**src/rtl/led_frame_feeder_if.sv**
```systemverilog
// rtl/led_frame_feeder_if.sv - host write, commit and pixel stream bundle for led_frame_feeder
interface led_frame_feeder_if #(parameter int ADDR_W = 7);
  logic              wr_en;
  logic [ADDR_W-1:0] wr_addr;
  logic [23:0]       wr_data;
  logic              commit;
  logic              commit_pending;
  logic [7:0]        bright;
  logic              frame_req;
  logic              busy;
  logic              pix_valid;
  logic              pix_ready;
  logic [23:0]       pix_data;
  logic              pix_last;
  logic              frame_done;

  // master: the feeder itself; slave: host plus LED driver
  modport master (
    input  wr_en, wr_addr, wr_data, commit, bright, frame_req, pix_ready,
    output commit_pending, busy, pix_valid, pix_data, pix_last, frame_done
  );
  modport slave (
    output wr_en, wr_addr, wr_data, commit, bright, frame_req, pix_ready,
    input  commit_pending, busy, pix_valid, pix_data, pix_last, frame_done
  );
endinterface

```
**src/rtl/led_frame_feeder.sv**
```systemverilog
// rtl/led_frame_feeder.sv - ping-pong frame buffer streaming brightness-scaled GRB pixels
module led_frame_feeder #(
  parameter int NUM_LEDS = 100,
  parameter int ADDR_W   = 7
) (
  input  logic               sys_clk,
  input  logic               sys_nrst,
  led_frame_feeder_if.master bus
);
  localparam logic [2:0] S_IDLE = 3'd0;
  localparam logic [2:0] S_RD   = 3'd1;
  localparam logic [2:0] S_SC   = 3'd2;
  localparam logic [2:0] S_OUT  = 3'd3;
  localparam logic [2:0] S_DONE = 3'd4;
  localparam logic [ADDR_W-1:0] LAST_ADDR = ADDR_W'(NUM_LEDS - 1);

  logic [2:0]        state_q, state_d;
  logic [ADDR_W-1:0] rd_addr_q, rd_addr_d;
  logic [7:0]        bright_q, bright_d;
  logic              fsel_q, fsel_d;
  logic              pend_q, pend_d;
  logic [23:0]       pix_data_q, pix_data_d;
  logic              pix_last_q, pix_last_d;
  logic [23:0]       mem [2][NUM_LEDS];
  logic [23:0]       rd_data_q;

  // (c * (b + 1)) >> 8: b = 255 passes c through unchanged, b = 0 blanks it
  function automatic logic [7:0] scale_ch(input logic [7:0] c, input logic [7:0] b);
    logic [16:0] prod;
    prod = {9'd0, c} * {8'd0, ({1'b0, b} + 9'd1)};
    return 8'(prod >> 8);
  endfunction

  always_ff @(posedge sys_clk) begin
    if (bus.wr_en && (bus.wr_addr <= LAST_ADDR))
      mem[~fsel_q][bus.wr_addr] <= bus.wr_data;
    if (state_q == S_RD)
      rd_data_q <= mem[fsel_q][rd_addr_q];
  end

  always_comb begin
    state_d    = state_q;
    rd_addr_d  = rd_addr_q;
    bright_d   = bright_q;
    fsel_d     = fsel_q;
    pend_d     = pend_q;
    pix_data_d = pix_data_q;
    pix_last_d = pix_last_q;
    case (state_q)
      S_IDLE: begin
        if (bus.frame_req) begin
          bright_d  = bus.bright;
          rd_addr_d = '0;
          state_d   = S_RD;
          if (bus.commit)
            pend_d = 1'b1;
        end else if (bus.commit) begin
          fsel_d = ~fsel_q;
        end
      end
      S_RD: state_d = S_SC;
      S_SC: begin
        pix_data_d = {scale_ch(rd_data_q[23:16], bright_q),
                      scale_ch(rd_data_q[15:8], bright_q),
                      scale_ch(rd_data_q[7:0], bright_q)};
        pix_last_d = (rd_addr_q == LAST_ADDR);
        state_d    = S_OUT;
      end
      S_OUT: begin
        if (bus.pix_ready) begin
          if (pix_last_q) begin
            state_d = S_DONE;
          end else begin
            rd_addr_d = rd_addr_q + 1'b1;
            state_d   = S_RD;
          end
        end
      end
      S_DONE: begin
        // a commit arriving on this very cycle folds into the boundary swap
        if (pend_q || bus.commit)
          fsel_d = ~fsel_q;
        pend_d  = 1'b0;
        state_d = S_IDLE;
      end
      default: state_d = S_IDLE;
    endcase
    if (bus.commit && (state_q inside {S_RD, S_SC, S_OUT}))
      pend_d = 1'b1;
  end

  always_ff @(posedge sys_clk or negedge sys_nrst) begin
    if (!sys_nrst) begin
      state_q    <= S_IDLE;
      rd_addr_q  <= '0;
      bright_q   <= '0;
      fsel_q     <= 1'b0;
      pend_q     <= 1'b0;
      pix_data_q <= '0;
      pix_last_q <= 1'b0;
    end else begin
      state_q    <= state_d;
      rd_addr_q  <= rd_addr_d;
      bright_q   <= bright_d;
      fsel_q     <= fsel_d;
      pend_q     <= pend_d;
      pix_data_q <= pix_data_d;
      pix_last_q <= pix_last_d;
    end
  end

  assign bus.commit_pending = pend_q;
  assign bus.busy           = (state_q != S_IDLE);
  assign bus.pix_valid      = (state_q == S_OUT);
  assign bus.pix_data       = pix_data_q;
  assign bus.pix_last       = pix_last_q;
  assign bus.frame_done     = (state_q == S_DONE);
endmodule

```
**src/flat_wrapper.sv**
```systemverilog
// flat-port wrapper written by rule: the top's interface ports become plain ports
module led_frame_feeder_flat 
#(
  parameter int NUM_LEDS = 100,
  parameter int ADDR_W   = 7
)
  (sys_clk, sys_nrst, bus_wr_en, bus_wr_addr, bus_wr_data, bus_commit, bus_bright, bus_frame_req, bus_pix_ready, bus_commit_pending, bus_busy, bus_pix_valid, bus_pix_data, bus_pix_last, bus_frame_done);
  led_frame_feeder_if #(.ADDR_W(ADDR_W)) bus_i ();
  input  logic sys_clk;
  input  logic sys_nrst;
  input wire logic [$bits(bus_i.wr_en)-1:0] bus_wr_en;
  input wire logic [$bits(bus_i.wr_addr)-1:0] bus_wr_addr;
  input wire logic [$bits(bus_i.wr_data)-1:0] bus_wr_data;
  input wire logic [$bits(bus_i.commit)-1:0] bus_commit;
  input wire logic [$bits(bus_i.bright)-1:0] bus_bright;
  input wire logic [$bits(bus_i.frame_req)-1:0] bus_frame_req;
  input wire logic [$bits(bus_i.pix_ready)-1:0] bus_pix_ready;
  output wire logic [$bits(bus_i.commit_pending)-1:0] bus_commit_pending;
  output wire logic [$bits(bus_i.busy)-1:0] bus_busy;
  output wire logic [$bits(bus_i.pix_valid)-1:0] bus_pix_valid;
  output wire logic [$bits(bus_i.pix_data)-1:0] bus_pix_data;
  output wire logic [$bits(bus_i.pix_last)-1:0] bus_pix_last;
  output wire logic [$bits(bus_i.frame_done)-1:0] bus_frame_done;
  assign bus_i.wr_en = bus_wr_en;
  assign bus_i.wr_addr = bus_wr_addr;
  assign bus_i.wr_data = bus_wr_data;
  assign bus_i.commit = bus_commit;
  assign bus_i.bright = bus_bright;
  assign bus_i.frame_req = bus_frame_req;
  assign bus_i.pix_ready = bus_pix_ready;
  assign bus_commit_pending = bus_i.commit_pending;
  assign bus_busy = bus_i.busy;
  assign bus_pix_valid = bus_i.pix_valid;
  assign bus_pix_data = bus_i.pix_data;
  assign bus_pix_last = bus_i.pix_last;
  assign bus_frame_done = bus_i.frame_done;
  led_frame_feeder #(.NUM_LEDS(NUM_LEDS), .ADDR_W(ADDR_W)) u_core (.sys_clk(sys_clk), .sys_nrst(sys_nrst), .bus(bus_i));
endmodule
```
**config.mk**
```make
export PLATFORM = sky130hd
export DESIGN_NAME = led_frame_feeder_flat
export DESIGN_NICKNAME = d
export VERILOG_FILES = /design/src/rtl/led_frame_feeder_if.sv /design/src/rtl/led_frame_feeder.sv /design/src/flat_wrapper.sv
export SDC_FILE = /design/constraint.sdc
export NUM_CORES = 2
export LEC_CHECK = 0
export ABC_CLOCK_PERIOD_IN_PS = 12210
export CORE_ASPECT_RATIO = 0.8
export CORE_MARGIN = 10
export CORE_UTILIZATION = 40
export DETAILED_ROUTE_END_ITERATION = 7
export PLACE_DENSITY = 0.62
export SYNTH_ARGS = -nofsm -noshare
export SYNTH_HDL_FRONTEND = slang
export SYNTH_MEMORY_MAX_BITS = 65536
export SYNTH_SLANG_ARGS = --single-unit
```
**constraint.sdc**
```tcl
create_clock -name sys_clk -period 12.21 [get_ports sys_clk]
set_input_delay 1.221 -clock sys_clk [delete_from_list [all_inputs] [get_ports sys_clk]]
set_output_delay 1.221 -clock sys_clk [all_outputs]
set_load 0.02 [all_outputs]
```
==> flow_metrics.tcl <==
set metrics [dict create \
    grt_max_degree 130 \
    initial_utilization_pct 40.1 \
    p_clk_share_pct 26.7 \
    grt_pass1_vias 97000 \
    stdcell_area_um2 217000 \
    nets 9706 \
    max_stage_delay_ns 0.95 \
    die-area_um2 512000 \
    finalHoldViolCount 0 \
    grt_use_total_pct 21.1 \
    internal_power_uw 33400 \
    dpl-instance-area_um2 203000 \
    drv_slew 2 \
    syn_to_final_growth_pct 12.3 \
    cts_resized 0 \
    vias_per_cell 6.03 \
    ff_latch_area_um2 146000 \
    htreeDepth 5 \
    n_fill_cell 40000 \
    synthArstFlopShare_pct 0.924 \
    grt_pass1_wl_um 773000 \
    cts-buffers-inserted 449 \
    die_x_um 798 \
    first_pass_iters 8 \
    critPathTopFamily "adder cells" \
    min_period_over_period_pct 53.8 \
    power.total_uw 51000 \
    pwr-share-comb_pct 35.9 \
    p_sw_uw 17600 \
    cp.depth 16 \
    drive_above_1_share_pct 25.4 \
    cellPowerDensity_nw_per_um2 235 \
    r2r_cells 16 \
    slew_headroom_pct -2.94 \
    route.detailed.drc 0 \
    synth.distinct_cells 76 \
    hp-class "primary input to async pin" \
    synth_edf_count 4824 \
    crit_type "flop to flop" \
    ys_seq_area_share_pct 75.4 \
    cp_max_fo 23 \
    path_buf_inv 2 \
    fmax_mhz 152 \
    crit_top_cell "fa_1" \
    grt.overflow.total 0 \
    clock_latency_ns 1.03 \
    fin_crit_ns 6.57 \
    antenna_found_initial 52 \
    seq_power_share_pct 37.4 \
    hold_buffers 0 \
    post_cts_buffers 0 \
    clk_pin_slew_ns 0.06 \
    whs_ns 0.321 \
    end_kind "flop" \
    violations "max-capacitance violations, max-slew violations" \
    status "finished, violations left" \
    rsz0062_at_grt "false" \
    synth_flop_cell "edfxtp_1" \
    wl_um 555000 \
    ios 74 \
    peakVddDrop_mv 0.283 \
    syn_nets 9280 \
    root_buffer "clkbuf_16" \
    switching_share_pct 34.4 \
    tns_ns 0 \
    critPathLaunchType "flop" \
    setup_violations 0 \
    port_buffers 73 \
    clock_path_buffers 4 \
    tightestPinTransition_ns 1.53 \
    multi_input_area_um2 44700 \
    die_y_um 642 \
    dp_hpwl_um 319000 \
    gp_congestion 0.863 \
    cap_viol_max_count 1 \
    required_ns 13.00 \
    worstPathArrival_ns 7.36 \
    ant_nets 0 \
    synth-seq-cells 4869 \
    tritoncts "built" \
    coreArea_um2 482000 \
    yosysWarnings 0 \
    leakagePower_uw 0.0686 \
    fp-row-count 228 \
    finClkSkew_ns 0.0820 \
    clock-sinks 4869 \
    synth_area_um2 194000 \
    synth_cells 9017 \
    first_iter_violations 15200 \
    wl_per_cell_um 34.2 \
    crit_chain "nand3_1 -> xnor2_1 -> buf_4 -> nand2_1 -> fa_1 -> fa_1 -> inv_1 -> fa_1 -> fa_1 -> ha_1 -> o21a_1 -> a211oi_1 -> o21ai_0 -> a31o_2 -> a211oi_1 -> o31ai_1" \
    cpMaxStageDelayCell "xnor2_1" \
    vias 98100 \
    synth_area_per_cell_um2 21.5 \
]
==> metrics by stage <==
stage | worst slack [ns] | instances | utilization [%]
after detailed placement | 5.74 | 15400 | 42.2
after global routing | 5.34 | 16300 | 45.1
after global placement | 5.98 | 15400 | 42.2
final | 5.64 | 16300 | 45.1
after CTS | 5.64 | 16300 | 45.1
after floorplan | 7.25 | 9017 | -
==> per-layer routing <==
metal | share of wire (%) | vias up | GRT usage [%]
li1 | - | 38200 | -
met1 | 40 | 52900 | 30.6
met2 | 44 | 6022 | 31.1
met3 | 13 | 931 | 6.06
met4 | 3.4 | 16 | 6.25
met5 | 0.017 | - | 0
==> worst paths after layout <==
check / end / startpoint / slack (ns)
min in group sys_clk: u_core.bus.pix_data[16]$_DFFE_PN0P_ / u_core.bus.pix_data[16]$_DFFE_PN0P_ / 0.48
worst min-delay path: u_core.bus.commit_pending$_DFFE_PN0P_ / sys_nrst / 0.32
max in group asynchronous: u_core.rd_addr_q[4]$_DFFE_PN0P_ / sys_nrst / 11.32
worst max-delay path: u_core.bus.pix_data[6]$_DFFE_PN0P_ / u_core.bright_q[0]$_DFFE_PN0P_ / 5.64
worst min register to register: u_core.bus.pix_data[16]$_DFFE_PN0P_ / u_core.bus.pix_data[16]$_DFFE_PN0P_ / 0.48
worst max register to register: u_core.bus.pix_data[6]$_DFFE_PN0P_ / u_core.bright_q[0]$_DFFE_PN0P_ / 5.64
==> state kept, by name, summed over array words and instances (netlist names) <==
register and flops:
u_core.bus.pix_data 24, u_core.bright_q 8, u_core.bus.pix_last 1, u_core.mem 4800, u_core.rd_data_q 24, u_core.bus.commit_pending 1, u_core.rd_addr_q 7, u_core.state_q 3
u_core.fsel_q 1
==> cells by family (layout without fill, tap and decap cells) <==
group / after synthesis / in the layout / synth area share (%)
XOR/XNOR: 40 / 40 / 0.181
other: 0 / 11 / 0
adder cells (fa/ha/maj): 218 / 218 / 1.87
multiplexers: 1624 / 1624 / 16.2
flip-flops: 4869 / 4869 / 75.4
AND/OR/NAND/NOR: 994 / 994 / 2.34
buffers and inverters: 654 / 1447 / 1.87
AO/OA/AOI/OAI: 618 / 618 / 2.11
==> cell usage after synthesis (all sizes together) (5+ instances only) <==
cell type | n | area [um2]
o22ai | 114 | 713
a32oi | 6 | 52.6
o21a | 8 | 60.1
o221ai | 37 | 324
edfxtp | 4824 | 145000
o22a | 10 | 87.6
dfrtp | 45 | 1130
a22o | 6 | 52.6
mux2 | 35 | 394
mux4 | 1204 | 27100
inv | 169 | 634
mux2i | 385 | 3850
nand4 | 19 | 119
and3 | 18 | 113
a31o | 6 | 52.6
a211oi | 22 | 165
a221oi | 26 | 228
o31ai | 14 | 105
nand2b | 10 | 62.6
clkbuf | 172 | 646
a31oi | 22 | 138
nor4 | 6 | 37.5
o21bai | 5 | 37.5
nand3 | 69 | 345
nor2b | 36 | 225
nand2 | 352 | 1320
fa | 120 | 2400
nor2 | 284 | 1070
xor2 | 14 | 123
a2111oi | 6 | 58.8
ha | 98 | 1230
xnor2 | 26 | 228
nor3 | 37 | 190
o21ai | 116 | 581
o211ai | 13 | 97.6
a311oi | 11 | 96.3
a22oi | 39 | 293
and2 | 146 | 913
a21oi | 122 | 611
buf | 311 | 2340
==> layout make-up <==
type,count,area share [%]
Multi-Input combinational cell,3494,20.6
Sequential cell,4869,67.2
Timing Repair Buffer,458,1.78
Inverter,171,0.300
Antenna cell,11,0.0127
Clock buffer,546,5.35
Tap cell,6440,3.71
Clock inverter,272,1.11
==> worst reg2reg max path, cell delays in order (launching register included) <==
cell	delay [ns]
dfrtp_1	0.84
nand3_1	0.20
xnor2_1	0.95
buf_4	0.36
nand2_1	0.10
fa_1	0.53
fa_1	0.50
inv_1	0.07
fa_1	0.54
fa_1	0.50
ha_1	0.30
o21a_1	0.12
a211oi_1	0.36
o21ai_0	0.26
a31o_2	0.31
a211oi_1	0.29
o31ai_1	0.12
==> power groups by stage <==
stage                     clock network [uW]  logic [uW]  registers [uW]
after floorplan                            0       12600           19100
after CTS                              13800       18300           19000
after detailed placement                   0       18200           19400
after global placement                     0       18200           19400
final                                  13600       18300           19100
after global routing                   14500       19900           19100
==> layout by cell type, fill, tap and decap left out, types with 25 or more instances in the layout <==
| master | instances |
|---|---|
| edfxtp_1 | 4824 |
| mux4_2 | 1203 |
| clkbuf_16 | 451 |
| mux2i_1 | 383 |
| buf_4 | 367 |
| nand2_1 | 346 |
| inv_1 | 167 |
| nor2_2 | 166 |
| and2_1 | 146 |
| clkinv_1 | 130 |
| a21oi_1 | 120 |
| fa_1 | 120 |
| o22ai_1 | 114 |
| o21ai_0 | 108 |
| ha_1 | 98 |
| clkbuf_1 | 95 |
| nor2_1 | 81 |
| clkinv_2 | 74 |
| nand3_1 | 64 |
| clkdlybuf4s50_1 | 48 |
| a22oi_1 | 39 |
| nor2_4 | 37 |
| o221ai_1 | 37 |
| dfrtp_1 | 37 |
| nor3_1 | 36 |
| mux2_2 | 35 |
| nor2b_1 | 32 |
| bufinv_16 | 28 |
| a221oi_1 | 26 |
| xnor2_1 | 25 |
Note: power is estimated with default switching activity, not from simulation.
